<file path="src/rtl/arb_req_tracker.sv">
// Request-conditioning stage ahead of the N-way priority arbiter: per-client saturating pending
// counts, masked req vector, one-hot priv vector. Aging rotation is built when ARB_REQ_AGING_EN.
module arb_req_tracker #(
  parameter int unsigned   N        = 4,
  parameter int unsigned   CNT_W    = 2,
  parameter logic [N-1:0]  PRIV_RST = 4'b0001
) (
  input  logic         clk,
  input  logic         reset,
  input  logic [N-1:0] req_in,
  output logic [N-1:0] req_full,
  output logic [N-1:0] req,
  output logic [N-1:0] priv,
  input  logic [N-1:0] grant,
  input  logic         vld,
  output logic [N-1:0] ovf,
  output logic         gnt_err
);

  localparam logic [CNT_W-1:0] CntMax = '1;
  localparam logic [CNT_W-1:0] CntOne = CNT_W'(1);
  localparam logic [N-1:0]     VecOne = N'(1);

  logic [CNT_W-1:0] cnt_q [N];
  logic [CNT_W-1:0] cnt_d [N];
  logic [N-1:0]     nz;
  logic [N-1:0]     full;
  logic [N-1:0]     dec;
  logic [N-1:0]     inc;
  logic [N-1:0]     drop;
  logic             grant_onehot;
  logic             legal;
  logic             illegal;

  always_comb begin
    for (int unsigned i = 0; i < N; i++) begin
      nz[i]   = cnt_q[i] != '0;
      full[i] = cnt_q[i] == CntMax;
    end
    grant_onehot = (grant != '0) && ((grant & (grant - VecOne)) == '0);
    // A grant to an empty client is illegal and must not retire anything.
    legal   = vld && grant_onehot && ((grant & nz) != '0);
    illegal = vld && !legal;
    dec     = legal ? grant : '0;
    for (int unsigned i = 0; i < N; i++) begin
      // At max a request is still accepted if a slot frees in the same cycle.
      inc[i]  = req_in[i] && (!full[i] || dec[i]);
      drop[i] = req_in[i] && full[i] && !dec[i];
      cnt_d[i] = cnt_q[i];
      if (inc[i] && !dec[i]) begin
        cnt_d[i] = cnt_q[i] + CntOne;
      end else if (dec[i] && !inc[i]) begin
        cnt_d[i] = cnt_q[i] - CntOne;
      end
      req[i] = nz[i] && !((cnt_q[i] == CntOne) && dec[i]);
    end
    req_full = full;
  end

  always_ff @(posedge clk or posedge reset) begin
    if (reset) begin
      for (int unsigned i = 0; i < N; i++) begin
        cnt_q[i] <= '0;
      end
      ovf     <= '0;
      gnt_err <= 1'b0;
    end else begin
      for (int unsigned i = 0; i < N; i++) begin
        cnt_q[i] <= cnt_d[i];
      end
      ovf <= ovf | drop;
      if (illegal) begin
        gnt_err <= 1'b1;
      end
    end
  end

`ifdef ARB_REQ_AGING_EN
  logic [N-1:0] priv_q;
  logic         rotate;

  // Advance when the priority holder is served or has nothing pending.
  assign rotate = legal && (((grant & priv_q) != '0) || ((priv_q & nz) == '0));

  always_ff @(posedge clk or posedge reset) begin
    if (reset) begin
      priv_q <= PRIV_RST;
    end else if (rotate) begin
      priv_q <= {priv_q[N-2:0], priv_q[N-1]};
    end
  end

  assign priv = priv_q;
`else
  assign priv = PRIV_RST;
`endif

endmodule

</file>
<file path="config.mk">
export PLATFORM = sky130hd
export DESIGN_NAME = arb_req_tracker
export DESIGN_NICKNAME = d
export VERILOG_FILES = /design/src/rtl/arb_req_tracker.sv
export SDC_FILE = /design/constraint.sdc
export NUM_CORES = 1
export LEC_CHECK = 0
export CORE_UTILIZATION = 46
export DETAILED_ROUTE_END_ITERATION = 12
export PLACE_DENSITY_LB_ADDON = 0.08
export SLEW_MARGIN = 10
export SYNTH_ARGS = -nofsm -noshare
export SYNTH_HDL_FRONTEND = slang
export SYNTH_SLANG_ARGS = --single-unit
</file>
<file path="constraint.sdc">
create_clock -name clk -period 2.02 [get_ports clk]
set_input_delay 0.404 -clock clk [delete_from_list [all_inputs] [get_ports clk]]
set_output_delay 0.404 -clock clk [all_outputs]
set_load 0.03 [all_outputs]
</file>
==> results of run 1 <==
==> per-stage QoR <==
step / utilization / power (W) / instance area, um2 / hold WS [ns]
2_1_floorplan: - / 0.001116 / 944.7 / 0.2810
3_3_place_gp: 0.6777 / 0.001428 / 1234 / 0.4459
3_5_place_dp: 0.6777 / 0.001449 / 1234 / 0.4453
4_1_cts: 0.7663 / 0.001846 / 1395 / 0.4687
5_1_grt: 0.7849 / 0.002020 / 1429 / 0.4905
6_report: 0.7849 / 0.001893 / 1429 / 0.4647
==> critical path, cell delays in order <==
cell and delay [ns]:
clkdlybuf4s15_1 0.27, nor4b_2 0.22, a211o_1 0.29, and3_4 0.19, a31oi_1 0.16, buf_4 0.18
==> metal layers <==
metal | up-vias | routed length, um
li1 | 394 | -
met1 | 393 | 960
met2 | 19 | 1113
met3 | 6 | 55
met4 | 0 | 78
met5 | - | 0
==> final timing paths <==
| check | to | slack (ns) | cells past startpoint |
|---|---|---|---|
| setup reg to reg | cnt_q[4]$_DFFE_PP0P_ | -0.06 | 9 |
| hold / removal | cnt_q[2]$_DFFE_PP0P_ | 0.46 | 2 |
| min in group clk | gnt_err$_DFFE_PP0P_ | 0.47 | 1 |
| hold reg to reg | gnt_err$_DFFE_PP0P_ | 0.47 | 1 |
| setup / recovery | req[0] | -0.10 | 6 |
| max in group asynchronous | cnt_q[4]$_DFFE_PP0P_ | 1.21 | 2 |
==> logic make-up after synthesis <==
logic type	Yosys count
AO/OA/AOI/OAI	19
XOR/XNOR	9
adder cells (fa/ha/maj)	16
buffers and inverters	14
flip-flops	13
other	2
AND/OR/NAND/NOR	16
==> cell usage in the layout, fill, tap and decap left out, drive strengths merged, types with 3 or more instances in the layout <==
master	instances
dfrtp	13
a21boi	4
conb	4
xnor2	4
clkbuf	4
dlygate4sd2	6
ha	16
clkdlybuf4s50	11
buf	25
nand2b	3
o21ai	4
nand2	5
inv	10
a31o	4
xor2	5
==> timing repair <==
item / in CTS / in global routing
pin swaps: 7 / 6
buffers inserted: 10 / 2
endpoints found under the setup margin: 16 / 12
gates resized for setup: 28 / 5
==> area by class of cell <==
type,instances,area [um2]
Clock buffer,4,26.28
Fill cell,123,391.6
Inverter,10,37.54
Multi-Input combinational cell,64,636.9
Sequential cell,13,325.3
Tap cell,25,31.28
Timing Repair Buffer,44,371.6
==> power groups by stage <==
stage / clock [W] / sequential, W / combinational, W
floorplan: 0 / 0.000444 / 0.000672
global placement: 0 / 0.000410 / 0.00102
detailed placement: 0 / 0.000415 / 0.00103
CTS: 0.000170 / 0.000411 / 0.00127
global route: 0.000176 / 0.000421 / 0.00142
finish: 0.000167 / 0.000412 / 0.00131
==> state kept, by name, indices dropped and copies added, names as in the netlist <==
signal and cells:
ovf 4, gnt_err 1, cnt_q 8
==> metrics.md, run 1 <==
| Metric | Value |
|---|---|
| Status | `finished, violations left` |
| Failing checks | `setup timing` |
| Vias in the first global route | `796` |
| Hold-fix buffers at CTS | `0` |
| GRT met2 Usage | `0.3917` |
| Adder-cell share of the synthesized area | `0.2136` |
| R2R Path Start | `cnt_q[5]$_DFFE_PP0P_` |
| Worst path required time | `1.62 ns` |
| Hold Fails Final Rpt | `0` |
| DRC | `0` |
| Setup ws final | `-0.1001 ns` |
| Post-synthesis mux area share | `0` |
| Min Tclk post-route | `2.120 ns` |
| DIE AREA | `2222 um2` |
| Worst path arrival time | `1.72 ns` |
| Reg power frac | `0.218` |
| Gr usage total | `0.2295` |
| Worst-Skew Late Latency | `0.28 ns` |
| TritonCTS sink count | `13` |
| Inst Count DP | `around 140` |
| Syn avg cell area | `approximately 11 um2` |
| Async S/R FF share, synth | `1.000` |
| Pwr/cell area | `1325 nW/um2` |
| Sequential cell area fraction in the yosys report | `0.3471` |
| Total gr overflow | `0` |
| Power Internal | `0.001071 W` |
| Post-synthesis compound-gate area fraction | `0.1682` |
| Post-Synth XOR/XNOR Area | `0.08411` |
| Max Fclk | `471.7 MHz` |
| Leading area contributor after synthesis | `dfrtp_1` |
| Crit path from | `grant[3]` |
| Most frequent cell after synthesis | `ha_1` |
| Fin. max-slew vios | `0` |
| Largest family of logic cells by synthesized area | `adder cells` |
| Floorplan row count | `15` |
| Vias/cell | `5.075` |
| Final wirelength | `2207 um` |
| Remaining antenna violation count after routing | `0` |
| Max clock buf depth | `2` |
| DR iter-0 viols | `11` |
| Initial antenna violation count | `0` |
| Most used routing layer in global routing | `met2` |
| Critical path class | `in2out` |
| I/O pins | `28` |
| Clock power frac | `0.088` |
| First drt pass iteration count | `4` |
| Worst VDD drop | `around 0.00083 V` |
| H-tree Lvls | `1` |
| Synth area leaders | `dfrtp_1, ha_1, xor2_1` |
| CTS Buf Count | `3` |
| Post-synth top flop | `dfrtp_1` |
| Netlist cell types | `22` |
| Finished Layout Cells | `160` |
| Met1 usage | `0.2714` |
| Slew HR | `0.6573` |
| Worst slack at placement | `-0.4045 ns` |
| Clock transition at the registers of the reported paths | `approximately 0.08 ns` |
| Setup Viol. Count Final | `5` |
| Logic gate share of total power | `0.694` |
| Setup total negative slack | `-0.3278 ns` |
| Starting Density | `0.5148` |
| Inserted Diodes | `0` |
| IO Port Bufs | `23` |
| Top post-synthesis cells by count | `ha_1, dfrtp_1, inv_1` |
| Post-synth top area share | `0.3471` |
| Layout area overhead | `52.47%` |
| Crit path max fanout | `4` |
| Cells after Synth | `between 80 and 90` |
| Skew final | `0.002424 ns` |
| CTS tree | `done` |
| Simple-gate portion of the synthesized area | `0.1068` |
| #FFs+latches synth | `13` |
| Synth warn | `0` |
| Final net count | `163` |
| Number of synthesized flops with an enable pin | `0` |
| Met3 usage | `0.02308` |
| CTS Root Cell | `clkbuf_4` |
| Dpl hpwl | `between 1000 and 1500 um` |
| Startpoint types | `input port` |
| Static leakage | `0.6609 nW` |
| Pin count of the biggest net entering global routing | `14` |
| Per-cell routed wire length | `13.79 um` |
| Slew @ Worst Pin | `0.5135 ns` |
| Sw Share | `0.4344` |
| Die Ht | `47.14 um` |
| Crit share post-route | `1.050` |
| P_sw | `roughly 0.00082 W` |
| Layout cell share with drive strength beyond 1 | `0.3704` |
| RSZ-0062 raised after global routing | `true` |
| Core ar. | `1821 um2` |
| Vias post-DR | `a little over 800` |
| Die width | `47.14 um` |
| HP Class | `in2async` |
| Endpoint class of the critical path | `output pin` |
| Global-route wire length before repair | `3387 um` |
| Max Cap Violations | `0` |
| Gpl congestion | `around 0.75` |
| Mapped Area | `between 900 and 1000 um2` |
Power figures use the tool's default switching activity.
==> run 2: changes to the inputs <==
Settings changed: PLACE_DENSITY set to 0.82, PLACE_DENSITY_LB_ADDON 0.08 to unset, SETUP_SLACK_MARGIN set to 0.15.
==> metrics.md, run 2 (synthesis results as in run 1) <==
| Metric | Value |
|---|---|
| CP top delay family | `simple AND/OR/NAND/NOR gates` |
| Slowest cell on the critical path | `dlygate4sd2_1` |
| Max Cap Violations | `0` |
| Startpoint types | `input port` |
| I/O pins | `28` |
| Fin. max-slew vios | `0` |
| Crit path max fanout | `4` |
| Min Tclk post-route | `2.131 ns` |
| Per-cell routed wire length | `around 15 um` |
| Overall Power | `approximately 0.0022 W` |
| Critical path class | `in2out` |
| Clock transition at the registers of the reported paths | `0.09 ns` |
| Pin count of the biggest net entering global routing | `14` |
| Pwr/cell area | `1389 nW/um2` |
| Floorplan row count | `15` |
| Die Ht | `47.14 um` |
| Endpoint class of the critical path | `output pin` |
| WP buf/inv | `2` |
| Worst-Skew Late Latency | `~0.29 ns` |
| Vias in the first global route | `844` |
| Static leakage | `0.7039 nW` |
| Gr usage total | `0.2381` |
| Final wirelength | `2537 um` |
| Dpl hpwl | `1465 um` |
| Failing checks | `setup timing` |
| DIE AREA | `2222 um2` |
| IO Port Bufs | `23` |
| Worst path required time | `1.62 ns` |
| DR iter-0 viols | `7` |
| Setup Viol. Count Final | `6` |
| Gpl congestion | `0.7919` |
| Inst Count DP | `about 150` |
| Commonest non-fill, non-tap cell in the layout | `buf_4` |
| WHS | `0.4523 ns` |
| Status | `finished, violations left` |
| Global-route wire length before repair | `approximately 3600 um` |
| Slowest Stage Delay on Critical Path | `0.35 ns` |
| Max Fclk | `469.2 MHz` |
| FF/Latch Area | `325.3 um2` |
| # fillers | `87` |
| Max clock buf depth | `2` |
| Vias post-DR | `842` |
| HP Class | `in2async` |
| Hold-fix buffers at CTS | `0` |
| Flip-flop count of the largest register after layout | `8` |
| Skew final | `0.006775 ns` |
| Critical Path, Cell by Cell | `dlygate4sd2_1 > nor4b_4 > a211o_1 > and3_4 > a31oi_4 > buf_6` |
| Biggest register | `cnt_q` |
| Setup total negative slack | `-0.4540 ns` |
| Die width | `47.14 um` |
| First drt pass iteration count | `4` |
| Layout area overhead | `68.63%` |
| Layout cell share with drive strength beyond 1 | `0.4681` |
| Core ar. | `1821 um2` |
| Slew @ Worst Pin | `0.5524 ns` |
| Vias/cell | `5.072` |
| Remaining antenna violation count after routing | `0` |
| TritonCTS sink count | `13` |
| Total gr overflow | `0` |
| Commonest cells after routing, fill and taps aside | `buf_4, dfrtp_1, clkdlybuf4s50_1, ha_1, inv_2` |
| CTS Buf Count | `3` |
| H-tree Lvls | `1` |
| Biggest regs | `cnt_q: 8 flops, ovf: 4 flops, gnt_err: 1 flops` |
| Final net count | `169` |
| Finished Layout Cells | `around 170` |
| RSZ-0062 raised after global routing | `true` |
| Setup ws final | `-0.1112 ns` |
| DRC | `0` |
| Starting Density | `0.5148` |
| Worst path arrival time | `1.73 ns` |
| Multi-input logic area | `729.5 um2` |
| Worst VDD drop | `0.0009100 V` |
| CTS tree | `done` |
| CTS Root Cell | `clkbuf_4` |
| Slew HR | `0.6313` |
| Crit share post-route | `1.055` |
| Inserted Diodes | `0` |
| Initial antenna violation count | `0` |
| Hold Fails Final Rpt | `0` |
-- run 2: changes by cell type in the layout (fill, tap and decap cells not counted), sizes merged --
cell	previous run	this run
clkdlybuf4s15	2	3
buf	25	32
clkbuf	4	5
dlygate4sd2	6	3
-- run 2: worst paths after layout --
path,startpoint,end,slack (ns),cells after the start
max,grant[2],req[0],-0.11,6
min,reset,ovf[3]$_DFF_PP0_,0.45,2
max reg2reg,cnt_q[5]$_DFFE_PP0P_,cnt_q[7]$_DFFE_PP0P_,-0.10,10
min reg2reg,gnt_err$_DFFE_PP0P_,gnt_err$_DFFE_PP0P_,0.47,1
max in group asynchronous,reset,cnt_q[5]$_DFFE_PP0P_,1.20,2
min in group clk,gnt_err$_DFFE_PP0P_,gnt_err$_DFFE_PP0P_,0.47,1
-- run 2: cell type report --
cell class / count / share of cell area
Clock buffer: 4 / 0.01663
Inverter: 10 / 0.02375
Multi-Input combinational cell: 64 / 0.4616
Sequential cell: 13 / 0.2059
Tap cell: 25 / 0.01979
Timing Repair Buffer: 50 / 0.2724
-- run 2: power breakdown --
group / internal [W] / leakage [nW] / switching (W)
Combinational: 0.000804 / 0.549 / 0.000799
Sequential: 0.000353 / 0.140 / 0.0000644
Clock: 0.0000769 / 0.0150 / 0.0000972
-- run 2: per-layer routing --
| metal | vias up | global-route usage | routed length (um) |
|---|---|---|---|
| met4 | 0 | 0.1429 | 65 |
| met3 | 9 | 0.04615 | 84 |
| met1 | 405 | 0.2732 | 1024 |
| li1 | 401 | - | - |
| met2 | 27 | 0.4083 | 1362 |
| met5 | - | 0 | 0 |
-- run 2: through the flow --
stage / utilization / area (um2) / setup WS (ns)
final: 0.8680 / 1580 / -0.1112
after global routing: 0.8680 / 1580 / -0.2115
after CTS: 0.8158 / 1485 / -0.07692
after detailed placement: 0.6969 / 1269 / -0.4750
after global placement: 0.6969 / 1269 / -0.3969
after floorplan: - / 957.2 / 0.04015
-- run 2: repair_timing --
item	in CTS	in global routing
buffers inserted	9	6
endpoints found under the setup margin	18	14
pin swaps	13	8
gates resized for setup	44	16
